`config.mk`:
```
export PLATFORM = sky130hd
export DESIGN_NAME = snake_frame_scanner_flat
export DESIGN_NICKNAME = d
export VERILOG_FILES = /design/src/rtl/snake_frame_scanner_if.sv /design/src/rtl/snake_frame_scanner.sv /design/src/flat_wrapper.sv
export SDC_FILE = /design/constraint.sdc
export NUM_CORES = 1
export LEC_CHECK = 0
export BUFFER_PORTS_ARGS = -buffer_cell sky130_fd_sc_hd__buf_2
export CAP_MARGIN = 40
export CORE_MARGIN = 2
export CORE_UTILIZATION = 60
export CTS_BUF_LIST = sky130_fd_sc_hd__clkbuf_4 sky130_fd_sc_hd__clkbuf_8
export CTS_CLUSTER_SIZE = 24
export DETAILED_ROUTE_END_ITERATION = 10
export PLACE_DENSITY = 0.85
export SYNTH_ARGS = -nofsm -noshare
export SYNTH_HDL_FRONTEND = slang
export SYNTH_SLANG_ARGS = --single-unit
```
`constraint.sdc`:
```
create_clock -name clk -period 4.43 [get_ports clk]
set_clock_uncertainty 0.1 [all_clocks]
set_input_delay 0.6645 -clock clk [delete_from_list [all_inputs] [get_ports clk]]
set_output_delay 0.6645 -clock clk [all_outputs]
set_load 0.02 [all_outputs]
```
`src/rtl/snake_frame_scanner_if.sv`:
```
// Row stream from the snake frame scanner to its downstream consumer.
// Master presents a row with row_valid; the slave accepts it with row_ready.
interface snake_frame_scanner_if #(
    parameter int GRID_W = 16
) ();
    logic [GRID_W-1:0] head_row;
    logic [GRID_W-1:0] body_row;
    logic [3:0]        row_idx;
    logic              row_valid;
    logic              row_ready;

    modport master (output head_row, body_row, row_idx, row_valid, input  row_ready);
    modport slave  (input  head_row, body_row, row_idx, row_valid, output row_ready);
endinterface

```
`src/rtl/snake_frame_scanner.sv`:
```
// Scans a GRID_W x GRID_H frame from the snake body controller one row at a time and
// hands each row downstream. Optional head tracking is built with SNAKE_SCAN_HEAD_TRACK_EN.
module snake_frame_scanner #(
    parameter int GRID_W   = 16,
    parameter int GRID_H   = 16,
    parameter int RESP_LAT = 1
) (
    input  logic                  clk,
    input  logic                  rst,
    input  logic                  start,
    output logic [3:0]            x,
    output logic [3:0]            y,
    input  logic                  snakeHead,
    input  logic                  snakeBody,
    snake_frame_scanner_if.master row_if,
    output logic                  sync,
    output logic                  busy,
    output logic [3:0]            head_x,
    output logic [3:0]            head_y,
    output logic                  head_err
);

    // state   | meaning
    // IDLE    | waiting for start
    // SCAN    | issuing x = 0..GRID_W-1 on the current row
    // DRAIN   | waiting for the last responses to leave the pipeline
    // PRESENT | row held on row_if until row_ready
    // DONE    | one-cycle sync pulse, then IDLE
    typedef enum logic [2:0] {IDLE, SCAN, DRAIN, PRESENT, DONE} state_t;

    localparam logic [3:0] X_LAST = 4'(GRID_W - 1);
    localparam logic [3:0] Y_LAST = 4'(GRID_H - 1);

    state_t              state_q, state_d;
    logic [3:0]          x_q, x_d;
    logic [3:0]          y_q, y_d;
    logic [3:0]          row_cnt_q, row_cnt_d;
    logic [3:0]          row_idx_q, row_idx_d;
    logic [GRID_W-1:0]   head_row_q, head_row_d;
    logic [GRID_W-1:0]   body_row_q, body_row_d;
    logic [GRID_W-1:0]   shd_head_q, shd_head_d;
    logic [GRID_W-1:0]   shd_body_q, shd_body_d;
    logic                row_valid_q, row_valid_d;
    logic                sync_q, sync_d;
    logic [RESP_LAT-1:0] pipe_vld_q, pipe_vld_d;
    logic [3:0]          pipe_tag_q [RESP_LAT];
    logic [3:0]          pipe_tag_d [RESP_LAT];
    logic                pipe_inner;
    logic                emit_vld;
    logic [3:0]          emit_tag;

    always_ff @(posedge clk) begin
        if (rst) begin
            state_q     <= IDLE;
            x_q         <= '0;
            y_q         <= '0;
            row_cnt_q   <= '0;
            row_idx_q   <= '0;
            head_row_q  <= '0;
            body_row_q  <= '0;
            shd_head_q  <= '0;
            shd_body_q  <= '0;
            row_valid_q <= 1'b0;
            sync_q      <= 1'b0;
            pipe_vld_q  <= '0;
            pipe_tag_q  <= '{default: '0};
        end else begin
            state_q     <= state_d;
            x_q         <= x_d;
            y_q         <= y_d;
            row_cnt_q   <= row_cnt_d;
            row_idx_q   <= row_idx_d;
            head_row_q  <= head_row_d;
            body_row_q  <= body_row_d;
            shd_head_q  <= shd_head_d;
            shd_body_q  <= shd_body_d;
            row_valid_q <= row_valid_d;
            sync_q      <= sync_d;
            pipe_vld_q  <= pipe_vld_d;
            pipe_tag_q  <= pipe_tag_d;
        end
    end

    // Column tag travels alongside the query so the response lands in the right bit.
    always_comb begin
        pipe_vld_d    = '0;
        pipe_tag_d    = '{default: '0};
        pipe_vld_d[0] = (state_q == SCAN);
        pipe_tag_d[0] = x_q;
        for (int k = 1; k < RESP_LAT; k++) begin
            pipe_vld_d[k] = pipe_vld_q[k-1];
            pipe_tag_d[k] = pipe_tag_q[k-1];
        end
    end

    always_comb begin
        pipe_inner = 1'b0;
        for (int k = 0; k < RESP_LAT - 1; k++) begin
            pipe_inner = pipe_inner | pipe_vld_q[k];
        end
    end

    assign emit_vld = pipe_vld_q[RESP_LAT-1];
    assign emit_tag = pipe_tag_q[RESP_LAT-1];

    // Shadow is held at zero outside SCAN/DRAIN, so every row's SCAN starts clean.
    always_comb begin
        shd_head_d = shd_head_q;
        shd_body_d = shd_body_q;
        if ((state_q != SCAN) && (state_q != DRAIN)) begin
            shd_head_d = '0;
            shd_body_d = '0;
        end else if (emit_vld) begin
            shd_head_d[emit_tag] = snakeHead;
            shd_body_d[emit_tag] = snakeBody;
        end
    end

    always_comb begin
        state_d     = state_q;
        x_d         = '0;
        y_d         = '0;
        row_cnt_d   = row_cnt_q;
        row_idx_d   = row_idx_q;
        head_row_d  = head_row_q;
        body_row_d  = body_row_q;
        row_valid_d = row_valid_q;
        sync_d      = 1'b0;
        case (state_q)
            IDLE: begin
                if (start) begin
                    state_d   = SCAN;
                    row_cnt_d = '0;
                end
            end
            SCAN: begin
                if (x_q == X_LAST) begin
                    state_d = DRAIN;
                end else begin
                    x_d = x_q + 4'd1;
                    y_d = row_cnt_q;
                end
            end
            DRAIN: begin
                // Last response is emerging this cycle; take it via the shadow's next value.
                if (!pipe_inner) begin
                    state_d     = PRESENT;
                    head_row_d  = shd_head_d;
                    body_row_d  = shd_body_d;
                    row_idx_d   = row_cnt_q;
                    row_valid_d = 1'b1;
                end
            end
            PRESENT: begin
                if (row_if.row_ready) begin
                    row_valid_d = 1'b0;
                    if (row_cnt_q < Y_LAST) begin
                        state_d   = SCAN;
                        row_cnt_d = row_cnt_q + 4'd1;
                        y_d       = row_cnt_q + 4'd1;
                    end else begin
                        state_d = DONE;
                        sync_d  = 1'b1;
                    end
                end
            end
            DONE: begin
                state_d = IDLE;
            end
            default: begin
                state_d = IDLE;
            end
        endcase
    end

    assign x                = x_q;
    assign y                = y_q;
    assign sync             = sync_q;
    assign busy             = (state_q != IDLE);
    assign row_if.head_row  = head_row_q;
    assign row_if.body_row  = body_row_q;
    assign row_if.row_idx   = row_idx_q;
    assign row_if.row_valid = row_valid_q;

`ifdef SNAKE_SCAN_HEAD_TRACK_EN
    logic       frame_start;
    logic       frame_end;
    logic [1:0] hcnt_q, hcnt_d;
    logic [3:0] hx_q, hx_d;
    logic [3:0] hy_q, hy_d;
    logic [3:0] head_x_q, head_x_d;
    logic [3:0] head_y_q, head_y_d;
    logic       head_err_q, head_err_d;

    assign frame_start = (state_q == IDLE) && start;
    assign frame_end   = (state_q == PRESENT) && row_if.row_ready && !(row_cnt_q < Y_LAST);

    always_ff @(posedge clk) begin
        if (rst) begin
            hcnt_q     <= '0;
            hx_q       <= '0;
            hy_q       <= '0;
            head_x_q   <= '0;
            head_y_q   <= '0;
            head_err_q <= 1'b0;
        end else begin
            hcnt_q     <= hcnt_d;
            hx_q       <= hx_d;
            hy_q       <= hy_d;
            head_x_q   <= head_x_d;
            head_y_q   <= head_y_d;
            head_err_q <= head_err_d;
        end
    end

    // Count saturates at 2: only "exactly one head" matters.
    always_comb begin
        hcnt_d     = hcnt_q;
        hx_d       = hx_q;
        hy_d       = hy_q;
        head_x_d   = head_x_q;
        head_y_d   = head_y_q;
        head_err_d = head_err_q;
        if (frame_start) begin
            hcnt_d = '0;
            hx_d   = '0;
            hy_d   = '0;
        end else if (emit_vld && snakeHead) begin
            hx_d   = emit_tag;
            hy_d   = row_cnt_q;
            hcnt_d = (hcnt_q == 2'd2) ? 2'd2 : hcnt_q + 2'd1;
        end
        if (frame_end) begin
            head_x_d   = hx_q;
            head_y_d   = hy_q;
            head_err_d = (hcnt_q != 2'd1);
        end
    end

    assign head_x   = head_x_q;
    assign head_y   = head_y_q;
    assign head_err = head_err_q;
`else
    assign head_x   = '0;
    assign head_y   = '0;
    assign head_err = 1'b0;
`endif

endmodule

```
`src/flat_wrapper.sv`:
```
// flat-port wrapper written by rule: the top's interface ports become plain ports
module snake_frame_scanner_flat 
#(
    parameter int GRID_W   = 16,
    parameter int GRID_H   = 16,
    parameter int RESP_LAT = 1
)
  (clk, rst, start, x, y, snakeHead, snakeBody, sync, busy, head_x, head_y, head_err, row_if_head_row, row_if_body_row, row_if_row_idx, row_if_row_valid, row_if_row_ready);
  snake_frame_scanner_if #(.GRID_W(GRID_W)) row_if_i ();
  input  logic clk;
  input  logic rst;
  input  logic start;
  output logic [3:0] x;
  output logic [3:0] y;
  input  logic snakeHead;
  input  logic snakeBody;
  output logic sync;
  output logic busy;
  output logic [3:0] head_x;
  output logic [3:0] head_y;
  output logic head_err;
  output wire logic [$bits(row_if_i.head_row)-1:0] row_if_head_row;
  output wire logic [$bits(row_if_i.body_row)-1:0] row_if_body_row;
  output wire logic [$bits(row_if_i.row_idx)-1:0] row_if_row_idx;
  output wire logic [$bits(row_if_i.row_valid)-1:0] row_if_row_valid;
  input wire logic [$bits(row_if_i.row_ready)-1:0] row_if_row_ready;
  assign row_if_head_row = row_if_i.head_row;
  assign row_if_body_row = row_if_i.body_row;
  assign row_if_row_idx = row_if_i.row_idx;
  assign row_if_row_valid = row_if_i.row_valid;
  assign row_if_i.row_ready = row_if_row_ready;
  snake_frame_scanner #(.GRID_W(GRID_W), .GRID_H(GRID_H), .RESP_LAT(RESP_LAT)) u_core (.clk(clk), .rst(rst), .start(start), .x(x), .y(y), .snakeHead(snakeHead), .snakeBody(snakeBody), .row_if(row_if_i), .sync(sync), .busy(busy), .head_x(head_x), .head_y(head_y), .head_err(head_err));
endmodule
```
Word-level counts from Yosys, hierarchy flattened
Cells that the tools add are included.
- flip-flop bits (word level): 90
- input bits: 6
- output and inout bits: 56
- $add $sub $neg: 2
- order comparisons: 3
- eq/ne operators: 10
- mux-type cells: 24
- bitwise logic cells: 3
- reduce and logical (&&, ||, !) cells: 11
- operators by type and width (cell ; number):
    two-way mux 16 bit ; 4
    bitwise mux 16 bit ; 2
    two-way mux 4 bit ; 6
    case mux 4 bit (2 select lines) ; 2
    two-way mux 3 bit ; 4
    case mux 3 bit (4 select lines) ; 1
    adder 4 x 1 -> 4 bit, second input constant ; 2
    equality test 3 x 2 -> 1 bit, second input constant ; 2
    != test 2 bit, second input constant ; 3
    OR reduction 3 bit ; 2
    less-than comparator 4 x 5 -> 1 bit, second input constant ; 1
    demux 1 bit (select 4 bit) ; 1
    equality test 4 bit, second input constant ; 1
    >= comparator 4 x 1 -> 1 bit, second input constant ; 1
    less-than comparator 4 bit, second input constant ; 1
    AND reduction 4 bit ; 1
    nonzero test 2 bit ; 2
    equality test 3 x 1 -> 1 bit, second input constant ; 1
    zero test 3 bit ; 1
    two-way mux 1 bit ; 3
    != test 3 x 1 -> 1 bit, second input constant ; 1
    != test 3 x 2 -> 1 bit, second input constant ; 1
    NOT 1 bit ; 3
    AND reduction 3 bit ; 1
    other kinds (5) ; 6

Depth between registers and ports, before layout
- depth in word-level cells: 7
- mapped depth: 6

Least setup slack after synthesis
No wires, ideal clock.
- kind: flip-flop to output port
- from: register u_core.state_q[2]
- to: output busy
- arrival: 962 ps
- data required time: 3665 ps
- path slack: 2704 ps
- stages on the path, launching flop included: 3
- cells stage by stage: dfxtp_1 > buf_6 > or3_2
- word-level cells in the longest chain between the ends: 1
- RTL lines (element ; RTL line ; text):
    start: declaration ; snake_frame_scanner.sv:34 ; state_t state_q, state_d;
    start signal: assignment ; snake_frame_scanner.sv:68 ; state_q <= state_d;
    nonzero test 3 bit ; snake_frame_scanner.sv:179 ; assign busy = (state_q != IDLE);
    end: declaration ; flat_wrapper.sv:18 ; output logic busy;
No other way between the ends.

Worst setup path in the final report
Ends and elaborated chain as after synthesis.

==> results.sh <==
export IMPL_ys_warnings_count=0
export IMPL_area_delta_synth_final_pct=11.66
export IMPL_rows=28
export IMPL_tns_ns=0
export IMPL_antenna_found_initial=0
export IMPL_p_comb_share_pct=12.4
export IMPL_power_density_nw_per_um2=394.8
export IMPL_drc=0
export IMPL_die_w_um=81.18
export IMPL_dieHeight_um=81.18
export IMPL_start_util_pct=61.08
export IMPL_cts_buffers=9
export IMPL_setup_viol=0
export IMPL_grt_pass1_wl_um=10970
export IMPL_cts_buffer_depth=2
export IMPL_htreeDepth=3
export IMPL_cts_sinks=90
export IMPL_drtIter0Drc=155
export IMPL_cts_repair_resized=0
export IMPL_worst_pin_slew_ns=0.8462
export IMPL_ant_nets=0
export IMPL_root_buffer="clkbuf_8"
export IMPL_grt_most_used_layer="met2"
export IMPL_clkPwrFrac_pct=34.9
export IMPL_hold_class="flop to flop"
export IMPL_relSlewSlack_pct=43.59
export IMPL_place_detailed_hpwl_um=4680
export IMPL_cts_hold_buf=0
export IMPL_routabilityCongestion=0.8620
export IMPL_ys_flop_type="dfxtp_1"
export IMPL_cp_data_arrival_time_ns=1.52
export IMPL_via_per_inst=5.748
export IMPL_startpoint="u_core.state_q[2]$_SDFFE_PP0P_"
export IMPL_timing_max_cap_violations=0
export IMPL_postPlaceCellArea_um2=3797
export IMPL_p_sw_uw=412.0
export IMPL_r2r_start="u_core.state_q[1]$_SDFFE_PP0P_"
export IMPL_seq_power_share_pct=52.7
export IMPL_grt_max_degree=56
export IMPL_design_area_um2=3990
export IMPL_overflow=0
export IMPL_io_buffers=52
export IMPL_crit_fanout=10
export IMPL_routedWlPerCell_um=15.77
export IMPL_syn_area_um2=3573
export IMPL_endpoint="busy"
export IMPL_maxSlewViolCount=0
export IMPL_firstDrtPassIters=4
export IMPL_reg2reg_to="u_core.row_if.head_row[4]$_SDFFE_PP0P_"
export IMPL_critPathRequiredTime_ns=3.67
export IMPL_diodes=0
export IMPL_period_needed_ns=2.289
export IMPL_grt_pass1_vias=2291
export IMPL_whs_ns=0.3644
export IMPL_cts_tree="built"
export IMPL_layout_nets=365
export IMPL_async_flop_share_pct=0
export IMPL_die_area_um2=6589
export IMPL_power_leakage_nw=1.842
export IMPL_synth_area_per_cell_um2=11.31
export IMPL_clk_latency_ns=0.36
export IMPL_synth_seq_cells=90
export IMPL_end_kind="primary output"
export IMPL_core_area_um2=5851
export IMPL_rsz0062_at_grt="no"
export IMPL_ff2ff_path_depth=4
export IMPL_post_cts_buffers=0
export IMPL_status="finished, final reports clean"
export IMPL_use_met1_pct=27.29
export IMPL_vdd_drop_max_mv=0.3279
export IMPL_worstSetupPathType="flop to primary output"
export IMPL_swShare_pct=26.16
export IMPL_layout_drive_gt1_share_pct=30.75
export IMPL_synth_cell_types=39
export IMPL_synthCells=316
export IMPL_synth_edf_count=0
export IMPL_layout_commonest_cell="dfxtp_1"
export IMPL_final_cell_mix="dfxtp_1, buf_2, and3b_1"
export IMPL_synth_seq_area_share_pct=50.42
export IMPL_grt_use_total_pct=22.22
export IMPL_path_clk_slew_ns=0.08
export IMPL_vias=2506
export IMPL_finalHoldViolations=0
export IMPL_finalCritPeriodShare_pct=51.67
export IMPL_critPathLaunchType="flop"
export IMPL_p_int_mw=1.163
export IMPL_r2r_setup_slack_ns=2.20
export IMPL_io_pins=62
export IMPL_fmax_mhz=436.9
export IMPL_grt_util_met3_pct=6.000
export IMPL_drt_total_wl_um=6876
export IMPL_use_met2_pct=36.12
==> metrics by stage <==
step                      utilization [%]  cells  power (mW)  worst slack (ns)
after detailed placement            64.91    421       1.041             2.031
after global routing                68.20    436       1.634             2.043
after global placement              64.05    418       1.016             1.875
after floorplan                         -    324       1.005             2.704
after CTS                           68.20    436       1.584             2.141
final                               68.20    436       1.575             2.141
==> registers in the layout, indices dropped and copies added, names as in the netlist, 16 cells and up <==
register	cells
u_core.shd_head_q	16
u_core.row_if.body_row	16
u_core.row_if.head_row	16
u_core.shd_body_q	16
==> power groups by stage <==
stage	clock, mW	combinational [mW]	sequential (mW)
finish	0.550	0.195	0.831
global route	0.589	0.213	0.833
CTS	0.562	0.192	0.831
detailed placement	0	0.191	0.850
global placement	0	0.167	0.849
floorplan	0	0.160	0.845
==> metal layers <==
metal,wire (um),vias to the layer above
li1,-,1225
met1,3121,1212
met2,3320,56
met3,293,13
met4,140,0
met5,0,-
==> worst min-delay path by stage <==
stage                                             from                                      end  slack, ns  cells past startpoint
2_1_floorplan         u_core.row_cnt_q[1]$_SDFFE_PP0P_                   u_core.y[1]$_SDFF_PP0_       0.37                      2
3_3_place_gp    u_core.row_if.body_row[8]$_SDFFE_PP0P_   u_core.row_if.body_row[8]$_SDFFE_PP0P_       0.34                      1
3_5_place_dp   u_core.row_if.head_row[14]$_SDFFE_PP0P_  u_core.row_if.head_row[14]$_SDFFE_PP0P_       0.35                      1
4_1_cts        u_core.row_if.head_row[14]$_SDFFE_PP0P_  u_core.row_if.head_row[14]$_SDFFE_PP0P_       0.37                      1
5_1_grt         u_core.row_if.body_row[9]$_SDFFE_PP0P_   u_core.row_if.body_row[9]$_SDFFE_PP0P_       0.39                      1
6_report       u_core.row_if.head_row[14]$_SDFFE_PP0P_  u_core.row_if.head_row[14]$_SDFFE_PP0P_       0.36                      1
==> worst max-delay path, stage by stage, from the launching register on <==
cell and delay, ns:
dfxtp_1 0.45, or3_2 0.54, buf_2 0.18
==> kinds of logic (layout without fill, tap and decap cells) <==
logic type | after synthesis | count (layout) | share of synthesized area, %
compound gates | 49 | 49 | 12.15
flops | 90 | 90 | 50.42
other cells | 1 | 9 | 0.1049
mux | 37 | 37 | 11.48
xor+xnor | 4 | 4 | 0.9806
buf+inv | 35 | 72 | 6.372
simple gates | 98 | 98 | 17.79
fa+ha+maj | 2 | 2 | 0.7002
==> cell usage after synthesis (4+ instances only) <==
cell | n | share of area (%)
nor2_1 | 13 | 1.4
and3b_1 | 34 | 8.3
nor2b_1 | 6 | 1.1
o21ai_0 | 4 | 0.56
buf_4 | 11 | 2.3
buf_2 | 5 | 0.70
clkbuf_1 | 11 | 1.2
nand3_1 | 6 | 0.84
a32o_1 | 32 | 9.0
nand2_1 | 18 | 1.9
mux2_2 | 32 | 10
mux2i_1 | 5 | 1.4
dfxtp_1 | 90 | 50
a21oi_1 | 7 | 0.98
nor3_1 | 8 | 1.1
==> layout make-up <==
type	instances	area (um2)
Multi-Input combinational cell	199	1584
Clock buffer	12	152.6
Inverter	2	7.507
Timing Repair Buffer	55	310.3
Tap cell	75	93.84
Fill cell	425	1861
Sequential cell	90	1802
Clock inverter	3	40.04
(Power assumes the default switching activity.)
